File: config.mk
export PLATFORM = sky130hd
export DESIGN_NAME = bp_fe_bht_updater_flat
export DESIGN_NICKNAME = d
export VERILOG_FILES = /design/src/rtl/bp_fe_pkg.sv /design/src/rtl/bp_fe_bht_updater_if.sv /design/src/rtl/bp_fe_bht_pred_fifo.sv /design/src/rtl/bp_fe_bht_updater.sv /design/src/flat_wrapper.sv
export SDC_FILE = /design/constraint.sdc
export NUM_CORES = 1
export LEC_CHECK = 0
export CORE_MARGIN = 1
export CORE_UTILIZATION = 55
export CTS_CLUSTER_DIAMETER = 200
export DETAILED_ROUTE_END_ITERATION = 6
export GPL_TIMING_DRIVEN = 0
export PLACE_DENSITY_LB_ADDON = 0.05
export SLEW_MARGIN = 20
export SYNTH_ARGS = -nofsm -noshare
export SYNTH_HDL_FRONTEND = slang
export SYNTH_SLANG_ARGS = --single-unit
File: constraint.sdc
create_clock -name clk_i -period 7.4 [get_ports clk_i]
set_input_delay 1.11 -clock clk_i [delete_from_list [all_inputs] [get_ports clk_i]]
set_output_delay 1.11 -clock clk_i [all_outputs]
set_load 0.05 [all_outputs]
File: src/rtl/bp_fe_pkg.sv
// Shared types for the front-end BHT update path.
// The entry width is taken from a macro so every user agrees on the index width.
`ifndef BP_FE_BHT_IDX_WIDTH
`define BP_FE_BHT_IDX_WIDTH 9
`endif

package bp_fe_pkg;

    localparam int unsigned bht_idx_width_gp = `BP_FE_BHT_IDX_WIDTH;

    typedef struct packed {
        logic [bht_idx_width_gp-1:0] idx;
        logic                        taken;
    } bp_fe_bht_pred_entry_s;

    function automatic logic pred_correct(input logic pred, input logic actual);
        return ~(pred ^ actual);
    endfunction

endpackage

File: src/rtl/bp_fe_bht_updater_if.sv
// Prediction, resolution and BHT-write signals between FE/BE and the updater.
interface bp_fe_bht_updater_if #(
    parameter int unsigned bht_idx_width_p = 9,
    parameter int unsigned els_p           = 8
);
    localparam int unsigned cnt_w_lp = $clog2(els_p) + 1;

    logic                       pred_v_i;
    logic [bht_idx_width_p-1:0] pred_idx_i;
    logic                       pred_taken_i;
    logic                       pred_ready_o;
    logic                       res_v_i;
    logic                       res_taken_i;
    logic                       flush_i;
    logic                       w_v_o;
    logic [bht_idx_width_p-1:0] idx_w_o;
    logic                       correct_o;
    logic                       pred_taken_o;
    logic [cnt_w_lp-1:0]        count_o;

    modport master (
        output pred_v_i, pred_idx_i, pred_taken_i, res_v_i, res_taken_i, flush_i,
        input  pred_ready_o, w_v_o, idx_w_o, correct_o, pred_taken_o, count_o
    );

    modport slave (
        input  pred_v_i, pred_idx_i, pred_taken_i, res_v_i, res_taken_i, flush_i,
        output pred_ready_o, w_v_o, idx_w_o, correct_o, pred_taken_o, count_o
    );

endinterface

File: src/rtl/bp_fe_bht_pred_fifo.sv
// Circular buffer of outstanding predictions with enq/deq and a clear that
// discards everything not yet dequeued.
module bp_fe_bht_pred_fifo
    import bp_fe_pkg::*;
#(
    parameter int unsigned els_p = 8
) (
    input  logic                      clk_i,
    input  logic                      reset_n_i,
    input  logic                      enq_i,
    input  bp_fe_bht_pred_entry_s     enq_data_i,
    input  logic                      deq_i,
    input  logic                      clr_i,
    output bp_fe_bht_pred_entry_s     deq_data_o,
    output logic [$clog2(els_p):0]    count_o
);
    localparam int unsigned ptr_w_lp = $clog2(els_p);
    localparam int unsigned cnt_w_lp = ptr_w_lp + 1;

    bp_fe_bht_pred_entry_s mem_q [els_p];
    bp_fe_bht_pred_entry_s mem_d [els_p];
    logic [ptr_w_lp-1:0]   rptr_q, rptr_d;
    logic [ptr_w_lp-1:0]   wptr_q, wptr_d;
    logic [cnt_w_lp-1:0]   count_q, count_d;

    always_comb begin
        mem_d  = mem_q;
        wptr_d = wptr_q;
        if (enq_i) begin
            mem_d[wptr_q] = enq_data_i;
            wptr_d        = wptr_q + ptr_w_lp'(1);
        end
        // Clear lands after any same-cycle dequeue: the read pointer jumps to
        // the write pointer, so the dequeue's increment is simply superseded.
        if (clr_i) begin
            rptr_d  = wptr_d;
            count_d = '0;
        end else begin
            rptr_d  = deq_i ? rptr_q + ptr_w_lp'(1) : rptr_q;
            count_d = count_q + cnt_w_lp'(enq_i) - cnt_w_lp'(deq_i);
        end
    end

    always_ff @(posedge clk_i or negedge reset_n_i) begin
        if (!reset_n_i) begin
            for (int unsigned i = 0; i < els_p; i++) mem_q[i] <= '0;
            rptr_q  <= '0;
            wptr_q  <= '0;
            count_q <= '0;
        end else begin
            mem_q   <= mem_d;
            rptr_q  <= rptr_d;
            wptr_q  <= wptr_d;
            count_q <= count_d;
        end
    end

    assign deq_data_o = mem_q[rptr_q];
    assign count_o    = count_q;

endmodule

File: src/rtl/bp_fe_bht_updater.sv
// Pairs each queued FE prediction with its in-order resolution and issues a
// registered BHT write (index, correct, predicted direction).
module bp_fe_bht_updater
    import bp_fe_pkg::*;
#(
    parameter int unsigned bht_idx_width_p = 9,
    parameter int unsigned els_p           = 8
) (
    input  logic                clk_i,
    input  logic                reset_n_i,
    bp_fe_bht_updater_if.slave  bus
);
    localparam int unsigned cnt_w_lp = $clog2(els_p) + 1;

    logic                       enq, deq, pred_ready;
    logic [cnt_w_lp-1:0]        count;
    bp_fe_bht_pred_entry_s      enq_entry, deq_entry;

    logic                       w_v_q, w_v_d;
    logic [bht_idx_width_p-1:0] idx_w_q, idx_w_d;
    logic                       correct_q, correct_d;
    logic                       pred_taken_q, pred_taken_d;

    // Readiness uses only registered occupancy; a resolution in the same
    // cycle never frees a slot early.
    always_comb begin
        pred_ready      = (count != cnt_w_lp'(els_p)) & ~bus.flush_i;
        enq             = bus.pred_v_i & pred_ready;
        deq             = bus.res_v_i & (count != '0);
        enq_entry.idx   = bus.pred_idx_i;
        enq_entry.taken = bus.pred_taken_i;
    end

    bp_fe_bht_pred_fifo #(.els_p(els_p)) fifo (
        .clk_i      (clk_i),
        .reset_n_i  (reset_n_i),
        .enq_i      (enq),
        .enq_data_i (enq_entry),
        .deq_i      (deq),
        .clr_i      (bus.flush_i),
        .deq_data_o (deq_entry),
        .count_o    (count)
    );

    always_comb begin
        w_v_d        = deq;
        idx_w_d      = idx_w_q;
        correct_d    = correct_q;
        pred_taken_d = pred_taken_q;
        if (deq) begin
            idx_w_d      = deq_entry.idx;
            correct_d    = pred_correct(deq_entry.taken, bus.res_taken_i);
            pred_taken_d = deq_entry.taken;
        end
    end

    always_ff @(posedge clk_i or negedge reset_n_i) begin
        if (!reset_n_i) begin
            w_v_q        <= 1'b0;
            idx_w_q      <= '0;
            correct_q    <= 1'b0;
            pred_taken_q <= 1'b0;
        end else begin
            w_v_q        <= w_v_d;
            idx_w_q      <= idx_w_d;
            correct_q    <= correct_d;
            pred_taken_q <= pred_taken_d;
        end
    end

    assign bus.pred_ready_o = pred_ready;
    assign bus.count_o      = count;
    assign bus.w_v_o        = w_v_q;
    assign bus.idx_w_o      = idx_w_q;
    assign bus.correct_o    = correct_q;
    assign bus.pred_taken_o = pred_taken_q;

endmodule

File: src/flat_wrapper.sv
// flat-port wrapper written by rule: the top's interface ports become plain ports
module bp_fe_bht_updater_flat import bp_fe_pkg::*;
#(
    parameter int unsigned bht_idx_width_p = 9,
    parameter int unsigned els_p           = 8
)
  (clk_i, reset_n_i, bus_pred_v_i, bus_pred_idx_i, bus_pred_taken_i, bus_res_v_i, bus_res_taken_i, bus_flush_i, bus_pred_ready_o, bus_w_v_o, bus_idx_w_o, bus_correct_o, bus_pred_taken_o, bus_count_o);
  bp_fe_bht_updater_if #(.bht_idx_width_p(bht_idx_width_p), .els_p(els_p)) bus_i ();
  input  logic clk_i;
  input  logic reset_n_i;
  input wire logic [$bits(bus_i.pred_v_i)-1:0] bus_pred_v_i;
  input wire logic [$bits(bus_i.pred_idx_i)-1:0] bus_pred_idx_i;
  input wire logic [$bits(bus_i.pred_taken_i)-1:0] bus_pred_taken_i;
  input wire logic [$bits(bus_i.res_v_i)-1:0] bus_res_v_i;
  input wire logic [$bits(bus_i.res_taken_i)-1:0] bus_res_taken_i;
  input wire logic [$bits(bus_i.flush_i)-1:0] bus_flush_i;
  output wire logic [$bits(bus_i.pred_ready_o)-1:0] bus_pred_ready_o;
  output wire logic [$bits(bus_i.w_v_o)-1:0] bus_w_v_o;
  output wire logic [$bits(bus_i.idx_w_o)-1:0] bus_idx_w_o;
  output wire logic [$bits(bus_i.correct_o)-1:0] bus_correct_o;
  output wire logic [$bits(bus_i.pred_taken_o)-1:0] bus_pred_taken_o;
  output wire logic [$bits(bus_i.count_o)-1:0] bus_count_o;
  assign bus_i.pred_v_i = bus_pred_v_i;
  assign bus_i.pred_idx_i = bus_pred_idx_i;
  assign bus_i.pred_taken_i = bus_pred_taken_i;
  assign bus_i.res_v_i = bus_res_v_i;
  assign bus_i.res_taken_i = bus_res_taken_i;
  assign bus_i.flush_i = bus_flush_i;
  assign bus_pred_ready_o = bus_i.pred_ready_o;
  assign bus_w_v_o = bus_i.w_v_o;
  assign bus_idx_w_o = bus_i.idx_w_o;
  assign bus_correct_o = bus_i.correct_o;
  assign bus_pred_taken_o = bus_i.pred_taken_o;
  assign bus_count_o = bus_i.count_o;
  bp_fe_bht_updater #(.bht_idx_width_p(bht_idx_width_p), .els_p(els_p)) u_core (.clk_i(clk_i), .reset_n_i(reset_n_i), .bus(bus_i));
endmodule
==> metrics.csv, run 1 <==
metric,value,unit
final_nets,375,
syn_inst,306,
avgSynthCellArea,15.0,sq um
antenna_found_initial,0,
wire_per_inst,20.7,um
leakagePower,2.32,nW
mostFrequentLayoutCells,"dfrtp_1 (102), mux2_2 (79), clkdlybuf4s50_1 (31)",
tritoncts,done,
cts_buffer_depth,2,
start_util,58.3,%
insertion_delay,0.37,ns
synth_top_family_by_area,multiplexers,
multi_input_area,1950,sq um
hp-class,reg2reg,
crit_chain,clkdlybuf4s50_1 -> clkbuf_1 -> a21oi_1 -> clkdlybuf4s50_1,
vias,2682,
crit_slowest_cell,clkdlybuf4s50_1,
port_buffers,32,
post_cts_buffers,0,
cts_root_buffer,clkbuf_8,
slew_viol_final,0,
worstPathArrival,2.84,ns
cpMostUsedCell,clkdlybuf4s50_1,
muxShareOfSynthArea,31.8,%
synth_xor_xnor_area_share,1.33,%
syn-num-nets,331,
synthAdderAreaFrac,2.61,%
crit_required,6.29,ns
wirelength,9.46,mm
vias_per_cell,5.87,
crit_family,buffers and inverters,
ios,33,
setup_viol,0,
rrSetupSlack,3.89,ns
power_density,445,nW/um^2
cp_max_fo,10,
ant_nets,0,
insertedDiodeCount,0,
drt-initial-drc-count,122,
netlist_area,4600,sq um
drive_gt1_share,34.9,%
regArea,2550,sq um
timing.setup.tns,0,ns
numCtsBuffers,9,
min_period,3.95,ns
peakVddDrop,0.192,mV
critical_path_class,in2out,
gp_congestion,0.696,
fillCellCount,598,
die_y,93.4,um
synth_cell_types,29,
startpoint_type,primary input,
yosysSeqAreaShare,55.5,%
max_stage_delay,0.82,ns
status,finished clean,
path_buf_inv,3,
worst_pin_slew,1.01,ns
die-width,93.4,um
drc,0,
die_area,8730,sq um
synth-simple-area-share,3.97,%
cap_violations,0,
fmax,253,MHz
synth_compound_area_share,2.69,%
cts.sinks,102,
area_growth,15.7,%
endpoint_kind,output pin,
place_hpwl,5.92,mm
dr.pass1.iters,4,
grt_use_total,24.3,%
cts_max_level,3,
ys_ff_latch,102,
setup_slack,3.45,ns
fin_crit_sh,53.3,%
pre_cts_slack,3.48,ns
slew-limit-headroom,32.2,%
grt_pass1_vias,2764,
fin_skew,0.00994,ns
coreArea,7890,sq um
yosys_warnings,0,
clkTransAtPathRegs,0.09,ns
hold_violations,0,
grt_overflow,0,
hold_buffers,0,
grt_max_degree,65,
rsz0062_at_grt,false,
final_common_cell,dfrtp_1,
cts_resized,0,
grt_pass1_wl,15.2,mm
row_count,32,
## power by group
group / internal (mW) / switching (mW)
sequential: 0.810 / 0.131
clock: 0.228 / 0.193
combinational: 0.505 / 0.499
total: 1.54 / 0.823
## metal layers
layer	share of wire [%]	track usage [%]	vias to the layer above
met5	0	0	-
met4	1.4	7.31	0
met3	3.1	3.90	9
met2	48	38.7	47
met1	48	34.8	1428
li1	-	-	1198
## cells in the mapped netlist, drive strengths merged
library cell / n / area [sq um]
o311ai: 1 / 8.76
nand4b: 2 / 17.5
a21o: 1 / 7.51
nor2b: 2 / 12.5
o31ai: 1 / 7.51
dfrtp: 102 / 2550
a21oi: 2 / 10.0
nand3: 1 / 5.00
a211oi: 1 / 20.0
xor2: 2 / 17.5
o21ai: 14 / 70.1
ha: 8 / 100
inv: 9 / 33.8
nand4: 1 / 6.26
buf: 6 / 27.5
nor3: 1 / 16.3
nor4b: 2 / 17.5
clkbuf: 9 / 33.8
nor4: 1 / 21.3
fa: 1 / 20.0
mux2: 80 / 901
mux4: 20 / 450
nand2: 19 / 71.3
nor2: 4 / 15.0
mux2i: 11 / 110
xnor2: 5 / 43.8
## metrics by stage
step                hold WS [ns]  instances  power, mW  instance area [sq um]  utilization, %
global placement           0.463        440       1.92                   5040            64.0
detailed placement         0.472        441       1.96                   5070            64.3
floorplan                  0.453        306       1.68                   4600               -
finish                     0.485        457       2.37                   5320            67.4
CTS                        0.495        457       2.39                   5320            67.4
global route               0.523        457       2.51                   5320            67.4
## worst register-to-register path, cell delays in order, from the launching register on
cell,delay (ns)
dfrtp_1,0.38
inv_1,0.10
ha_1,0.15
inv_1,0.04
o31ai_1,0.84
clkbuf_1,0.59
inv_1,0.13
ha_1,0.31
inv_1,0.04
ha_1,0.21
fa_1,0.39
xnor2_1,0.16
nor2_1,0.05
## flip-flops by register name, summed over array words and instances, names as in the netlist
name                     flops
u_core.bus.correct_o         1
u_core.bus.idx_w_o           9
u_core.bus.pred_taken_o      1
u_core.bus.w_v_o             1
u_core.fifo.count_o          4
u_core.fifo.mem_q           80
u_core.fifo.rptr_q           3
u_core.fifo.wptr_q           3
## final cells by class
type / count / area share (%)
Buffer: 15 / 1.15
Clock inverter: 6 / 2.21
Timing Repair Buffer: 33 / 6.56
Tap cell: 102 / 2.40
Sequential cell: 102 / 48.0
Multi-Input combinational cell: 180 / 36.7
Clock buffer: 10 / 2.40
Inverter: 9 / 0.635
## kinds of logic after synthesis
| family | after synthesis |
|---|---|
| AOI/OAI and AO/OA | 20 |
| xor gates and xnor gates | 7 |
| adders and majority gates | 9 |
| buffers and inverters | 24 |
| DFF | 102 |
| muxes | 111 |
| and+or+nand+nor | 33 |
## final timing paths
path / end / startpoint / cells after the start
setup / recovery: bus_pred_ready_o / bus_flush_i / 4
hold / removal: u_core.bus.idx_w_o[6]$_DFFE_PN0P_ / u_core.bus.idx_w_o[6]$_DFFE_PN0P_ / 2
setup reg to reg: u_core.fifo.count_o[2]$_DFF_PN0_ / u_core.fifo.count_o[2]$_DFF_PN0_ / 12
hold reg to reg: u_core.bus.idx_w_o[6]$_DFFE_PN0P_ / u_core.bus.idx_w_o[6]$_DFFE_PN0P_ / 2
max in group asynchronous: u_core.fifo.mem_q[9]$_DFFE_PN0P_ / reset_n_i / 2
min in group asynchronous: u_core.fifo.mem_q[76]$_DFFE_PN0P_ / reset_n_i / 1
(Power assumes the default switching activity.)
==> run 2, diff against run 1 <==
==> constraint.sdc (replaced) <==
create_clock -name clk_i -period 3.97 [get_ports clk_i]
set_input_delay 0.5955 -clock clk_i [delete_from_list [all_inputs] [get_ports clk_i]]
set_output_delay 0.5955 -clock clk_i [all_outputs]
set_load 0.05 [all_outputs]
==> results of run 2 <==
The final DEF is identical to that of run 1. Status: finished clean.
Among the figures that moved: setup slack after placement 3.48 ns -> 0.481 ns; clock-pin slew on the worst setup and hold paths 0.09 ns -> 0.10 ns; setup slack after layout 3.45 ns -> 0.460 ns; hold slack 0.485 ns -> 0.110 ns; start point of the critical path bus_flush_i -> u_core.fifo.count_o[2]$_DFF_PN0_; end point of the critical path bus_pred_ready_o -> u_core.fifo.count_o[2]$_DFF_PN0_; register-to-register setup slack 3.89 ns -> 0.46 ns; total power 2.37 mW -> 4.41 mW; worst IR drop on VDD 0.192 mV -> 0.358 mV
==> run 3, diff against run 2 <==
--- a/config.mk
+++ b/config.mk
@@ -5,13 +5,16 @@
 export SDC_FILE = /design/constraint.sdc
 export NUM_CORES = 1
 export LEC_CHECK = 0
+export ABC_CLOCK_PERIOD_IN_PS = 3970
 export CORE_MARGIN = 1
 export CORE_UTILIZATION = 55
 export CTS_CLUSTER_DIAMETER = 200
 export DETAILED_ROUTE_END_ITERATION = 6
 export GPL_TIMING_DRIVEN = 0
 export PLACE_DENSITY_LB_ADDON = 0.05
+export REMOVE_ABC_BUFFERS = 1
 export SLEW_MARGIN = 20
 export SYNTH_ARGS = -nofsm -noshare
 export SYNTH_HDL_FRONTEND = slang
+export SYNTH_HIERARCHICAL = 1
 export SYNTH_SLANG_ARGS = --single-unit
==> metrics.csv, run 3 <==
metric,value,unit
status,finished clean,
place_hpwl,5.16,mm
worstPathArrival,3.37,ns
antenna_found_initial,0,
cp_max_fo,11,
slew-limit-headroom,31.9,%
fillCellCount,644,
grt_overflow,0,
drc,0,
crit_slowest_cell,nand4b_1,
wire_per_inst,19.3,um
die_y,95.0,um
cts_resized,0,
drive_gt1_share,40.5,%
r2r_start,u_core/fifo/count_o[1]$_DFF_PN0_,
die-width,95.0,um
top_register,u_core/fifo/mem_q,
clkTransAtPathRegs,0.10,ns
rsz0062_at_grt,false,
dr.pass1.iters,4,
endpoint_kind,flop,
port_buffers,32,
synth_common_cells,"mux2_2 (103), dfrtp_1 (102), mux4_1 (20)",
tritoncts,done,
row_count,33,
grt_use_total,21.5,%
hp-class,in2async,
reg2reg_depth,8,
hold_violations,0,
synth_cell_types,28,
insertedDiodeCount,0,
grt_pass1_vias,2582,
min_period,3.13,ns
cts_root_buffer,clkbuf_8,
syn_inst,291,
final_common_cell,mux2_2,
fin_crit_sh,78.8,%
vias,2495,
coreArea,8300,sq um
hold_buffers,0,
die_area,9020,sq um
async_flop_share,100,%
insertion_delay,0.36,ns
yosys.area.top_type_share,53.7,%
leakagePower,2.38,nW
ios,33,
gp_congestion,0.654,
synthFlopType,dfrtp_1,
synth_edf_count,0,
power_density,811,nW/um^2
start_util,57.3,%
startpoint_type,primary input,
grt_pass1_wl,13.8,mm
mostFrequentLayoutCells,"mux2_2 (103), dfrtp_1 (101), clkdlybuf4s50_1 (31)",
crit_required,4.21,ns
netlist_area,4750,sq um
vias_per_cell,5.79,
yosys_warnings,6,
cap_violations,0,
slew_viol_final,0,
numCtsBuffers,9,
cts_max_level,3,
fin_skew,0.0145,ns
post_cts_buffers,0,
area_growth,13.2,%
crit_chain,clkdlybuf4s50_1 -> a211oi_2 -> nand4b_1 -> mux2_2,
synth_largest_area_cell,dfrtp_1,
wirelength,8.33,mm
finalPower,4.36,mW
rrSetupSlack,0.92,ns
max_stage_delay,0.85,ns
worstReg2RegEnd,u_core/fifo/count_o[2]$_DFF_PN0_,
worst_pin_slew,1.02,ns
peakVddDrop,0.318,mV
critical_path_class,in2reg,
drt-initial-drc-count,71,
final_nets,344,
setup_viol,0,
synth.most_common_cell,mux2_2,
hold_ws,0.106,ns
yosysSeqAreaShare,53.7,%
largest_reg_flops,80,
synth_area_leaders,"dfrtp_1 (54%), mux2_2 (24%), mux4_1 (11%)",
avgSynthCellArea,16.3,sq um
ys_ff_latch,102,
ant_nets,0,
cts.sinks,102,
fmax,320,MHz
grt_max_degree,70,
cts_buffer_depth,2,
==> run 3: metrics by stage <==
stage	setup slack [ns]	TNS, ns	util [%]	cells	area [sq um]
floorplan	0.652	0	-	275	4650
global placement	-1.51	-173.03	61.5	412	5100
detailed placement	0.411	0	62.2	415	5160
CTS	0.820	0	64.8	431	5380
global route	0.646	0	64.8	431	5380
finish	0.842	0	64.8	431	5380
==> run 3: worst max-delay path, delay by kind of cell <==
| family | cells | cell delay, ns |
|---|---|---|
| AND/OR/NAND/NOR | 1 | 0.85 |
| AO/OA/AOI/OAI | 1 | 0.78 |
| buffers and inverters | 1 | 0.61 |
| multiplexers | 1 | 0.53 |
==> run 3: cell type report <==
type | count | area [sq um] | area share (%)
inverter | 7 | 26.3 | 0.488
tap | 105 | 131 | 2.44
multi-input combinational | 166 | 2080 | 38.8
timing repair buffer | 35 | 368 | 6.84
clock inverter | 6 | 77.6 | 1.44
clock buffer | 10 | 138 | 2.56
sequential | 102 | 2550 | 47.5
==> run 3: metal layers <==
metal | GRT usage [%] | up-vias | wire, um
met1 | 29.1 | 1303 | 3960
met4 | 8.46 | 0 | 92
met3 | 4.35 | 5 | 209
met2 | 34.4 | 29 | 4060
met5 | 0 | - | 0
li1 | - | 1158 | -
==> run 3: cell families (layout without fill, tap and decap cells) <==
kind of cell / Yosys count / count (layout) / share of synthesized area [%]
multiplexers: 124 / 124 / 35.7
AO/OA/AOI/OAI: 8 / 8 / 1.42
AND/OR/NAND/NOR: 20 / 20 / 3.16
adder cells (fa/ha/maj): 7 / 7 / 2.00
flip-flops: 102 / 102 / 53.7
XOR/XNOR: 7 / 7 / 1.29
buffers and inverters: 23 / 58 / 2.74
==> run 3: power by group <==
group          switching (mW)  internal, mW
logic                   0.716          1.04
clock network           0.369         0.319
registers               0.392          1.52
total                    1.48          2.88
==> run 3: worst max-delay path by stage <==
stage | slack [ns] | cells past startpoint | start | to
after floorplan | 0.65 | 5 | u_core/fifo/count_o[1]$_DFF_PN0_ | u_core/fifo/mem_q[50]$_DFFE_PN0P_
after global placement | -1.51 | 1 | reset_n_i | u_core/fifo/mem_q[76]$_DFFE_PN0P_
after detailed placement | 0.41 | 4 | bus_flush_i | u_core/fifo/mem_q[12]$_DFFE_PN0P_
after CTS | 0.82 | 4 | bus_flush_i | u_core/fifo/mem_q[10]$_DFFE_PN0P_
after global routing | 0.65 | 8 | u_core/fifo/count_o[1]$_DFF_PN0_ | u_core/fifo/count_o[2]$_DFF_PN0_
final | 0.84 | 4 | bus_flush_i | u_core/fifo/mem_q[13]$_DFFE_PN0P_
